==> config.mk <==
export PLATFORM = sky130hd
export DESIGN_NAME = wait_sample_collector_flat
export DESIGN_NICKNAME = d
export VERILOG_FILES = /design/src/rtl/wait_sample_collector_if.sv /design/src/rtl/wait_sample_collector.sv /design/src/flat_wrapper.sv
export SDC_FILE = /design/constraint.sdc
export NUM_CORES = 1
export LEC_CHECK = 0
export CELL_PAD_IN_SITES_DETAIL_PLACEMENT = 1
export CELL_PAD_IN_SITES_GLOBAL_PLACEMENT = 1
export CORE_UTILIZATION = 45
export CTS_CLUSTER_SIZE = 28
export DETAILED_ROUTE_END_ITERATION = 10
export DONT_BUFFER_PORTS = 1
export GPL_TIMING_DRIVEN = 0
export PLACE_DENSITY_LB_ADDON = 0.08
export RECOVER_POWER = 25
export SLEW_MARGIN = 20
export SYNTH_ARGS = -nofsm -noshare
export SYNTH_HDL_FRONTEND = slang
export SYNTH_SLANG_ARGS = --single-unit
==> constraint.sdc <==
create_clock -name clk -period 7.23 [get_ports clk]
set_clock_uncertainty 0.05 [all_clocks]
set_input_delay 2.169 -clock clk [delete_from_list [all_inputs] [get_ports clk]]
set_output_delay 2.169 -clock clk [all_outputs]
set_load 0.1 [all_outputs]
==> src/rtl/wait_sample_collector_if.sv <==
// Handshake bundle for wait_sample_collector: run control, sampled bus,
// FIFO head with valid/ready, occupancy, sticky overflow and busy status.
interface wait_sample_collector_if #(
   parameter int DATA_W = 32,
   parameter int DEPTH  = 4
);
   logic                       start;
   logic signed [DATA_W-1:0]   in_data;
   logic                       out_ready;
   logic signed [DATA_W-1:0]   out_data;
   logic                       out_valid;
   logic [$clog2(DEPTH):0]     count;
   logic                       overflow;
   logic                       busy;

   modport slave (
      input  start, in_data, out_ready,
      output out_data, out_valid, count, overflow, busy
   );

   modport master (
      output start, in_data, out_ready,
      input  out_data, out_valid, count, overflow, busy
   );
endinterface

==> src/rtl/wait_sample_collector.sv <==
// Samples in_data once per WAIT_CYCLES+1 window, buffers in a FWFT FIFO.
// Ports: clk, reset (async active-low), bus (slave). Macro: SAMPLE_ACCUM_EN.
module wait_sample_collector #(
   parameter int DATA_W      = 32,
   parameter int WAIT_CYCLES = 4,
   parameter int DEPTH       = 4
) (
   input  logic clk,
   input  logic reset,
   wait_sample_collector_if.slave bus
);
   localparam int AW  = $clog2(DEPTH);
   localparam int CNW = AW + 1;
   localparam int CW  = $clog2(WAIT_CYCLES + 1);

   typedef enum logic [1:0] {
      S_IDLE    = 2'd0,
      S_WAIT    = 2'd1,
      S_CAPTURE = 2'd2
   } state_e;

   state_e                   state_q, state_d;
   logic [CW-1:0]            cnt_q, cnt_d;
   logic                     busy_q, busy_d;
   logic [AW-1:0]            wr_q, wr_d;
   logic [AW-1:0]            rd_q, rd_d;
   logic [CNW-1:0]           count_q, count_d;
   logic                     ovf_q, ovf_d;
   logic signed [DATA_W-1:0] mem_q [DEPTH];
   logic signed [DATA_W-1:0] mem_d [DEPTH];
   logic signed [DATA_W-1:0] sample;
   logic                     push, pop, full, accept;

   always_comb begin
      state_d = state_q;
      cnt_d   = cnt_q;
      case (state_q)
         S_IDLE: begin
            if (bus.start) begin
               cnt_d   = CW'(WAIT_CYCLES);
               state_d = S_WAIT;
            end
         end
         S_WAIT: begin
            cnt_d = cnt_q - 1'b1;
            if (cnt_q == CW'(1)) state_d = S_CAPTURE;
         end
         S_CAPTURE: begin
            if (bus.start) begin
               cnt_d   = CW'(WAIT_CYCLES);
               state_d = S_WAIT;
            end else begin
               state_d = S_IDLE;
            end
         end
         default: state_d = S_IDLE;
      endcase
      busy_d = (state_d != S_IDLE);
   end

`ifdef SAMPLE_ACCUM_EN
   localparam logic signed [DATA_W-1:0] SMAX = {1'b0, {(DATA_W-1){1'b1}}};
   localparam logic signed [DATA_W-1:0] SMIN = {1'b1, {(DATA_W-1){1'b0}}};

   logic signed [DATA_W-1:0] acc_q, acc_d;
   logic [DATA_W:0]          sum;

   always_comb begin
      sum   = {acc_q[DATA_W-1], acc_q} + {bus.in_data[DATA_W-1], bus.in_data};
      acc_d = acc_q;
      if (state_q == S_WAIT) begin
         // Sign bits disagree: the add left the DATA_W range, clamp it.
         if (sum[DATA_W] != sum[DATA_W-1])
            acc_d = sum[DATA_W] ? SMIN : SMAX;
         else
            acc_d = sum[DATA_W-1:0];
      end
      // Entry to WAIT only happens from IDLE or CAPTURE.
      if (state_d == S_WAIT && state_q != S_WAIT) acc_d = '0;
      sample = acc_q;
   end
`else
   always_comb begin
      sample = bus.in_data;
   end
`endif

   always_comb begin
      push    = (state_q == S_CAPTURE);
      pop     = (count_q != '0) && bus.out_ready;
      full    = (count_q == CNW'(DEPTH));
      // A pop in the same cycle frees the slot the push needs.
      accept  = push && (!full || pop);
      mem_d   = mem_q;
      if (accept) mem_d[wr_q] = sample;
      wr_d    = wr_q + AW'(accept);
      rd_d    = rd_q + AW'(pop);
      count_d = count_q + CNW'(accept) - CNW'(pop);
      ovf_d   = ovf_q | (push & full & ~pop);
   end

   always_ff @(posedge clk or negedge reset) begin
      if (!reset) begin
         state_q <= S_IDLE;
         cnt_q   <= '0;
         busy_q  <= 1'b0;
         wr_q    <= '0;
         rd_q    <= '0;
         count_q <= '0;
         ovf_q   <= 1'b0;
         for (int i = 0; i < DEPTH; i++) mem_q[i] <= '0;
`ifdef SAMPLE_ACCUM_EN
         acc_q   <= '0;
`endif
      end else begin
         state_q <= state_d;
         cnt_q   <= cnt_d;
         busy_q  <= busy_d;
         wr_q    <= wr_d;
         rd_q    <= rd_d;
         count_q <= count_d;
         ovf_q   <= ovf_d;
         mem_q   <= mem_d;
`ifdef SAMPLE_ACCUM_EN
         acc_q   <= acc_d;
`endif
      end
   end

   assign bus.out_valid = (count_q != '0);
   assign bus.out_data  = bus.out_valid ? mem_q[rd_q] : '0;
   assign bus.count     = count_q;
   assign bus.overflow  = ovf_q;
   assign bus.busy      = busy_q;
endmodule
==> src/flat_wrapper.sv <==
// flat-port wrapper written by rule: the top's interface ports become plain ports
module wait_sample_collector_flat 
#(
   parameter int DATA_W      = 32,
   parameter int WAIT_CYCLES = 4,
   parameter int DEPTH       = 4
)
  (clk, reset, bus_start, bus_in_data, bus_out_ready, bus_out_data, bus_out_valid, bus_count, bus_overflow, bus_busy);
  wait_sample_collector_if #(.DATA_W(DATA_W), .DEPTH(DEPTH)) bus_i ();
  input  logic clk;
  input  logic reset;
  input wire logic [$bits(bus_i.start)-1:0] bus_start;
  input wire logic [$bits(bus_i.in_data)-1:0] bus_in_data;
  input wire logic [$bits(bus_i.out_ready)-1:0] bus_out_ready;
  output wire logic [$bits(bus_i.out_data)-1:0] bus_out_data;
  output wire logic [$bits(bus_i.out_valid)-1:0] bus_out_valid;
  output wire logic [$bits(bus_i.count)-1:0] bus_count;
  output wire logic [$bits(bus_i.overflow)-1:0] bus_overflow;
  output wire logic [$bits(bus_i.busy)-1:0] bus_busy;
  assign bus_i.start = bus_start;
  assign bus_i.in_data = bus_in_data;
  assign bus_i.out_ready = bus_out_ready;
  assign bus_out_data = bus_i.out_data;
  assign bus_out_valid = bus_i.out_valid;
  assign bus_count = bus_i.count;
  assign bus_overflow = bus_i.overflow;
  assign bus_busy = bus_i.busy;
  wait_sample_collector #(.DATA_W(DATA_W), .WAIT_CYCLES(WAIT_CYCLES), .DEPTH(DEPTH)) u_core (.clk(clk), .reset(reset), .bus(bus_i));
endmodule
# --- After elaboration in Yosys (flattened, before gate mapping) ---
# Index checks and enable logic that the tools add are counted.
# W data, S select, Z words.
word_totals:
  inputBits: 36
  output_inout_bits: 38
  regBits: 142
  elab_cells: 54
classes:
  mux: 13
  eq_ne: 5
  n_reduce_logical: 11
  magnitude_cmp: 3
  add_sub_neg: 5
  bitwise: 6
ops:
  columns: ["op", "n"]
  rows:
  - ["$bwmux W128", 1]
  - ["$mux W32", 4]
  - ["$bmux W32 S2", 1]
  - ["$demux W32 S2", 1]
  - ["$ge A3 B3 Y1 const B", 2]
  - ["$not A2 Y3", 2]
  - ["$pmux W2 S3", 1]
  - ["$pmux W3 S2", 1]
  - ["$add A2 B1 Y2", 2]
  - ["$mux W2", 2]
  - ["$reduce_bool A2 Y1", 2]
  - ["$add A3 B1 Y3", 1]
  - ["$eq A3 B1 Y1 const B", 1]
  - ["$eq A3 B3 Y1 const B", 1]
  - ["$logic_and A1 B1 Y1", 3]
  - ["$lt A3 B1 Y1 const B", 1]
  - ["$mux W3", 1]
  - ["$reduce_bool A3 Y1", 1]
  - ["$sub A3 B1 Y3", 1]
  - ["$sub A3 B1 Y3 const B", 1]
  - ["$and A1 B1 Y1", 2]
  - ["$eq A2 B1 Y1 const B", 1]
  - ["$eq A2 B2 Y1 const B", 1]
  - ["$logic_not A2 Y1", 1]
  - ["other kinds (8)", 8]

# --- Longest topological paths before layout ---
# Gate-level depths: netlist (run 1).
depth:
  word_depth: 6
  ltp_mapped: 9
  mapped_depth_nobuf: 8

# --- Worst setup path after synthesis (run 1) ---
# No wires, ideal clock.
synth_path:
  kind: "reg2out"
  startpoint: "reg u_core.count_q[1], in the netlist u_core.bus.count[1]"
  endpoint: "out bus_out_data[22]"
  path_stages_with_launch: 5
  n_path_buf: 2
  arrival_time_ns: 3.228
  required_ns: 5.011
  setup_slack_ns: 1.783
  cell_sequence: "dfrtp_1 > or3_1 > clkbuf_1 > clkbuf_1 > and2_1"
synth_via:
  elab_chain_len: 2
synth_lines:
  columns: ["element", "line_no", "source"]
  rows:
  - ["from (decl)", "wait_sample_collector.sv:27", "logic [CNW-1:0] count_q, count_d;"]
  - ["from (signal assigned)", "wait_sample_collector.sv:121", "count_q <= count_d;"]
  - ["$reduce_bool A3 Y1", "wait_sample_collector.sv:130", "assign bus.out_valid = (count_q != '0);"]
  - ["named net bus_out_valid", "flat_wrapper.sv:16", "output wire logic [$bits(bus_i.out_valid)-1:0] bus_out_valid;"]
  - ["$mux W32", "wait_sample_collector.sv:131", "assign bus.out_data = bus.out_valid ? mem_q[rd_q] : '0;"]
  - ["to (decl)", "flat_wrapper.sv:15", "output wire logic [$bits(bus_i.out_data)-1:0] bus_out_data;"]
# The timed path passes the listed nets, and every way through them passes these cells.

# --- Final worst setup path (run 1) ---
layout_path:
  startpoint: "reg u_core.count_q[1], in the netlist u_core.bus.count[1]"
  endpoint: "out bus_out_data[29]"
# Same word-level chain as after synthesis.

==> results of run 1 <==
==> Yosys cell counts, types with 2 or more instances <==
master,instances
sky130_fd_sc_hd__xor2_1,3
sky130_fd_sc_hd__ha_1,5
sky130_fd_sc_hd__xnor2_1,4
sky130_fd_sc_hd__o31ai_1,2
sky130_fd_sc_hd__mux2_4,60
sky130_fd_sc_hd__mux2_1,3
sky130_fd_sc_hd__mux4_2,32
sky130_fd_sc_hd__buf_12,6
sky130_fd_sc_hd__dfrtp_1,142
sky130_fd_sc_hd__or4b_1,2
sky130_fd_sc_hd__buf_2,8
sky130_fd_sc_hd__mux2_2,65
sky130_fd_sc_hd__buf_6,5
sky130_fd_sc_hd__nor3_1,2
sky130_fd_sc_hd__nand2_1,4
sky130_fd_sc_hd__and2b_1,2
sky130_fd_sc_hd__inv_1,7
sky130_fd_sc_hd__and2_1,33
sky130_fd_sc_hd__clkbuf_1,8
==> registers in the layout, indices dropped and copies added (netlist names) <==
register             cells
u_core.wr_q              2
u_core.bus.overflow      1
u_core.cnt_q             3
u_core.bus.busy          1
u_core.rd_q              2
u_core.mem_q           128
u_core.bus.count         3
u_core.state_q           2
==> routing by layer <==
metal	global-route usage (%)	routed length [um]	vias up	part of all wire, %
met5	0	0	-	0
met1	26.0	6030	1818	44
li1	-	-	1502	-
met2	32.1	6880	63	50
met3	6.36	584	17	4.3
met4	5.32	146	0	1.1
==> area by class of cell <==
cell class              instances  area, sq um  area share [%]
flip-flops and latches        142         3550            47.2
multi-input cells             231         2910            38.7
clock buffers                  25          505            6.71
plain buffers                  27          248            3.29
well taps                     184          230            3.06
clock inverters                 6         57.6           0.764
inverters                       7         26.3           0.349
==> worst paths after layout <==
path / slack [ns] / cells after the start / endpoint / from
max in group asynchronous: 5.51 / 0 / u_core.mem_q[25] / reset
min reg2reg: 0.44 / 1 / u_core.mem_q[102] / u_core.mem_q[102]
min: 0.44 / 1 / u_core.mem_q[102] / u_core.mem_q[102]
min in group asynchronous: 1.39 / 0 / u_core.mem_q[8] / reset
max: 1.45 / 4 / bus_out_data[29] / u_core.bus.count[1]
max reg2reg: 4.04 / 9 / u_core.bus.count[2] / u_core.bus.count[1]
==> kinds of logic (layout without fill, tap and decap cells) <==
logic type / after synthesis / after routing / share of synthesized area [%]
simple gates: 52 / 52 / 5.01
compound gates: 6 / 6 / 0.631
xor+xnor: 7 / 7 / 0.910
fa+ha+maj: 6 / 6 / 1.23
mux: 160 / 160 / 35.4
buf+inv: 34 / 65 / 4.05
flops: 142 / 142 / 52.7
==> metrics by stage <==
stage	instance area, sq um	util [%]	cells	hold slack [ns]	setup WS [ns]
6_report	7530	51.6	622	0.442	1.45
3_3_place_gp	6970	47.8	591	0.419	1.26
2_1_floorplan	6740	-	407	0.409	1.78
3_5_place_dp	6970	47.8	591	0.437	1.84
5_1_grt	7530	51.6	622	0.466	1.28
4_1_cts	7530	51.6	622	0.451	1.39
==> insert_results.sql, run 1 <==
INSERT INTO impl_metrics (metric_group, metric, value, unit) VALUES
('timing', 'achievable-frequency', '173', 'MHz'),
('global_route', 'globalRouteTotalUtil', '19.9', '%'),
('finish', 'antenna-diode-count', '0', ''),
('logic_synthesis', 'synth.distinct_cells', '33', ''),
('die', 'placementRows', '44', ''),
('timing', 'relSlewSlack', '30.8', '%'),
('detailed_routing', 'avgViaCountPerCell', '5.47', ''),
('setup_path', 'critical_path_arrival', '3.56', 'ns'),
('placed_design', 'globalplace.congestion', '0.690', ''),
('timing', 'final_hold_viol_count', '0', ''),
('finish', 'areaGrowthSynthToFinish', '11.8', '%'),
('setup_path', 'crit_type', 'register to output port', ''),
('die', 'dieArea', '0.0155', 'sq mm'),
('logic_synthesis', 'synth_enable_flop_cells', '0', ''),
('cts', 'cts_num_sinks', '142', ''),
('die', 'core_area', '0.0146', 'sq mm'),
('logic_synthesis', 'synth_sequential_area_ratio', '52.7', '%'),
('finish', 'finish.net_count', '468', ''),
('setup_path', 'critical_path_peak_fanout', '10', ''),
('cts', 'post-cts-setup-buffer-count', '0', ''),
('cts', 'clkSlewWorstSetupHoldPaths', '0.06', 'ns'),
('setup_path', 'sequence_of_cells_on_the_critical_path', 'or3_1 -> clkbuf_1 -> clkbuf_2 -> and2_1', ''),
('timing', 'grt_setup_unrepaired', 'no', ''),
('finish', 'layout.cells.most_common', 'sky130_fd_sc_hd__dfrtp_1', ''),
('detailed_routing', 'routed_wirelength', '13600', 'um'),
('cts', 'postCtsHoldBufs', '0', ''),
('timing', 'final_min_period_over_clock_period', '79.9', '%'),
('cts', 'htreeDepth', '4', ''),
('logic_synthesis', 'yosysTopAreaCellShare', '52.7', '%'),
('placed_design', 'buffer_ports.inserted', '0', ''),
('logic_synthesis', 'yosys_warnings', '0', ''),
('global_route', 'grt_start_max_net_pins', '143', ''),
('logic_synthesis', 'synth_seq_cells', '142', ''),
('global_route', 'grt.overflow.total', '0', ''),
('die', 'num_io_pins', '74', ''),
('cts', 'ctsRootBufferMaster', 'sky130_fd_sc_hd__clkbuf_16', ''),
('logic_synthesis', 'synth_cells', '407', ''),
('cts', 'clk_latency', '0.42', 'ns'),
('die', 'die_h', '124', 'um'),
('global_route', 'grt_pass1_vias', '4093', ''),
('detailed_routing', 'post-route-drc-count', '0', ''),
('logic_synthesis', 'netlist_top_cells_area', 'sky130_fd_sc_hd__dfrtp_1 53%, sky130_fd_sc_hd__mux2_4 13%, sky130_fd_sc_hd__mux2_2 11%', ''),
('timing', 'tns', '0', 'ns'),
('detailed_routing', 'avgRoutedWirePerCell', '21.9', 'um'),
('timing', 'final_period_minus_worst_setup_slack', '5.78', 'ns'),
('detailed_routing', 'drt_iter0_drc', '139', ''),
('finish', 'layout.cells.most_common_list', '142 x sky130_fd_sc_hd__dfrtp_1, 65 x sky130_fd_sc_hd__mux2_2, 60 x sky130_fd_sc_hd__mux2_4', ''),
('setup_path', 'worst_path_max_delay_cell', 'sky130_fd_sc_hd__dfrtp_1', ''),
('cts', 'cts_made_buffers', '17', ''),
('setup_path', 'cp.buffers_inverters', '2', ''),
('detailed_routing', 'vias', '3400', ''),
('setup_path', 'critPathCaptureType', 'output port', ''),
('cts', 'clock_path_buffers', '2', ''),
('global_route', 'wire_length_of_the_first_global_routing_pass', '23400', 'um'),
('placed_design', 'detailed_place_hpwl', '8570', 'um'),
('timing', 'worst-slew-pin-transition', '1.04', 'ns'),
('setup_path', 'critical-path-max-stage-delay', '1.00', 'ns'),
('timing', 'finalSetupViolations', '0', ''),
('logic_synthesis', 'synth_top_area_cell', 'sky130_fd_sc_hd__dfrtp_1', ''),
('flow_run', 'maxCapViolCount', '0', ''),
('logic_synthesis', 'syn-mean-instance-area', '16.6', 'sq um'),
('setup_path', 'required', '5.01', 'ns'),
('finish', 'fillerInstances', '1370', ''),
('logic_synthesis', 'mappedNetlistArea', '0.00674', 'sq mm'),
('die', 'floorplan.initialDensity', '46.2', '%'),
('cts', 'cts_repair_resized_insts', '0', ''),
('timing', 'finalMaxSlewViolations', '0', ''),
('cts', 'tritoncts', 'yes', ''),
('setup_path', 'timing.critical_path.from_type', 'register', ''),
('detailed_routing', 'drt_pre_antenna_iters', '4', ''),
('setup_path', 'path_delay_family', 'simple AND/OR/NAND/NOR gates', ''),
('logic_synthesis', 'ys_async_sr_fraction', '100', '%'),
('run_status', 'outcome', 'finished, final reports clean', ''),
('logic_synthesis', 'synth_top_flop_cell', 'sky130_fd_sc_hd__dfrtp_1', ''),
('logic_synthesis', 'mappedNetlistNets', '449', ''),
('detailed_routing', 'detail-route-antenna-nets', '0', ''),
('global_route', 'grt_antenna_before_repair', '0', ''),
('die', 'dieWidth', '124', 'um'),
('finish', 'layout-drive-gt1-share', '47.5', '%'),
('worst_hold_path', 'worst_min_path_class', 'register to register', '');
Power of run 1 is left out: the tool's default activity adds up to more than one toggle a clock period on the data nets, which glitch-free logic cannot reach.
==> inputs of run 2 (changes only) <==
Clock period 7.23 ns to 6 ns, I/O delays scaled along.
==> results of run 2 <==
Same layout as run 1 (identical final DEF). Status: finished, final reports clean.
Main changes from that run: setup slack after placement 1.84 ns -> 0.983 ns; setup slack after layout 1.45 ns -> 0.593 ns; register-to-register setup slack 4.04 ns -> 2.81 ns
Power of run 2 is left out for the same reason.
==> inputs of run 3 (changes only) <==
Settings changed: RECOVER_POWER 25 to default.
==> results of run 3 <==
Same layout as run 1 (identical final DEF). Status: finished, final reports clean.
Main changes from that run: setup slack after placement 1.84 ns -> 0.983 ns; setup slack after layout 1.45 ns -> 0.593 ns; register-to-register setup slack 4.04 ns -> 2.81 ns
Power of run 3 is left out for the same reason.
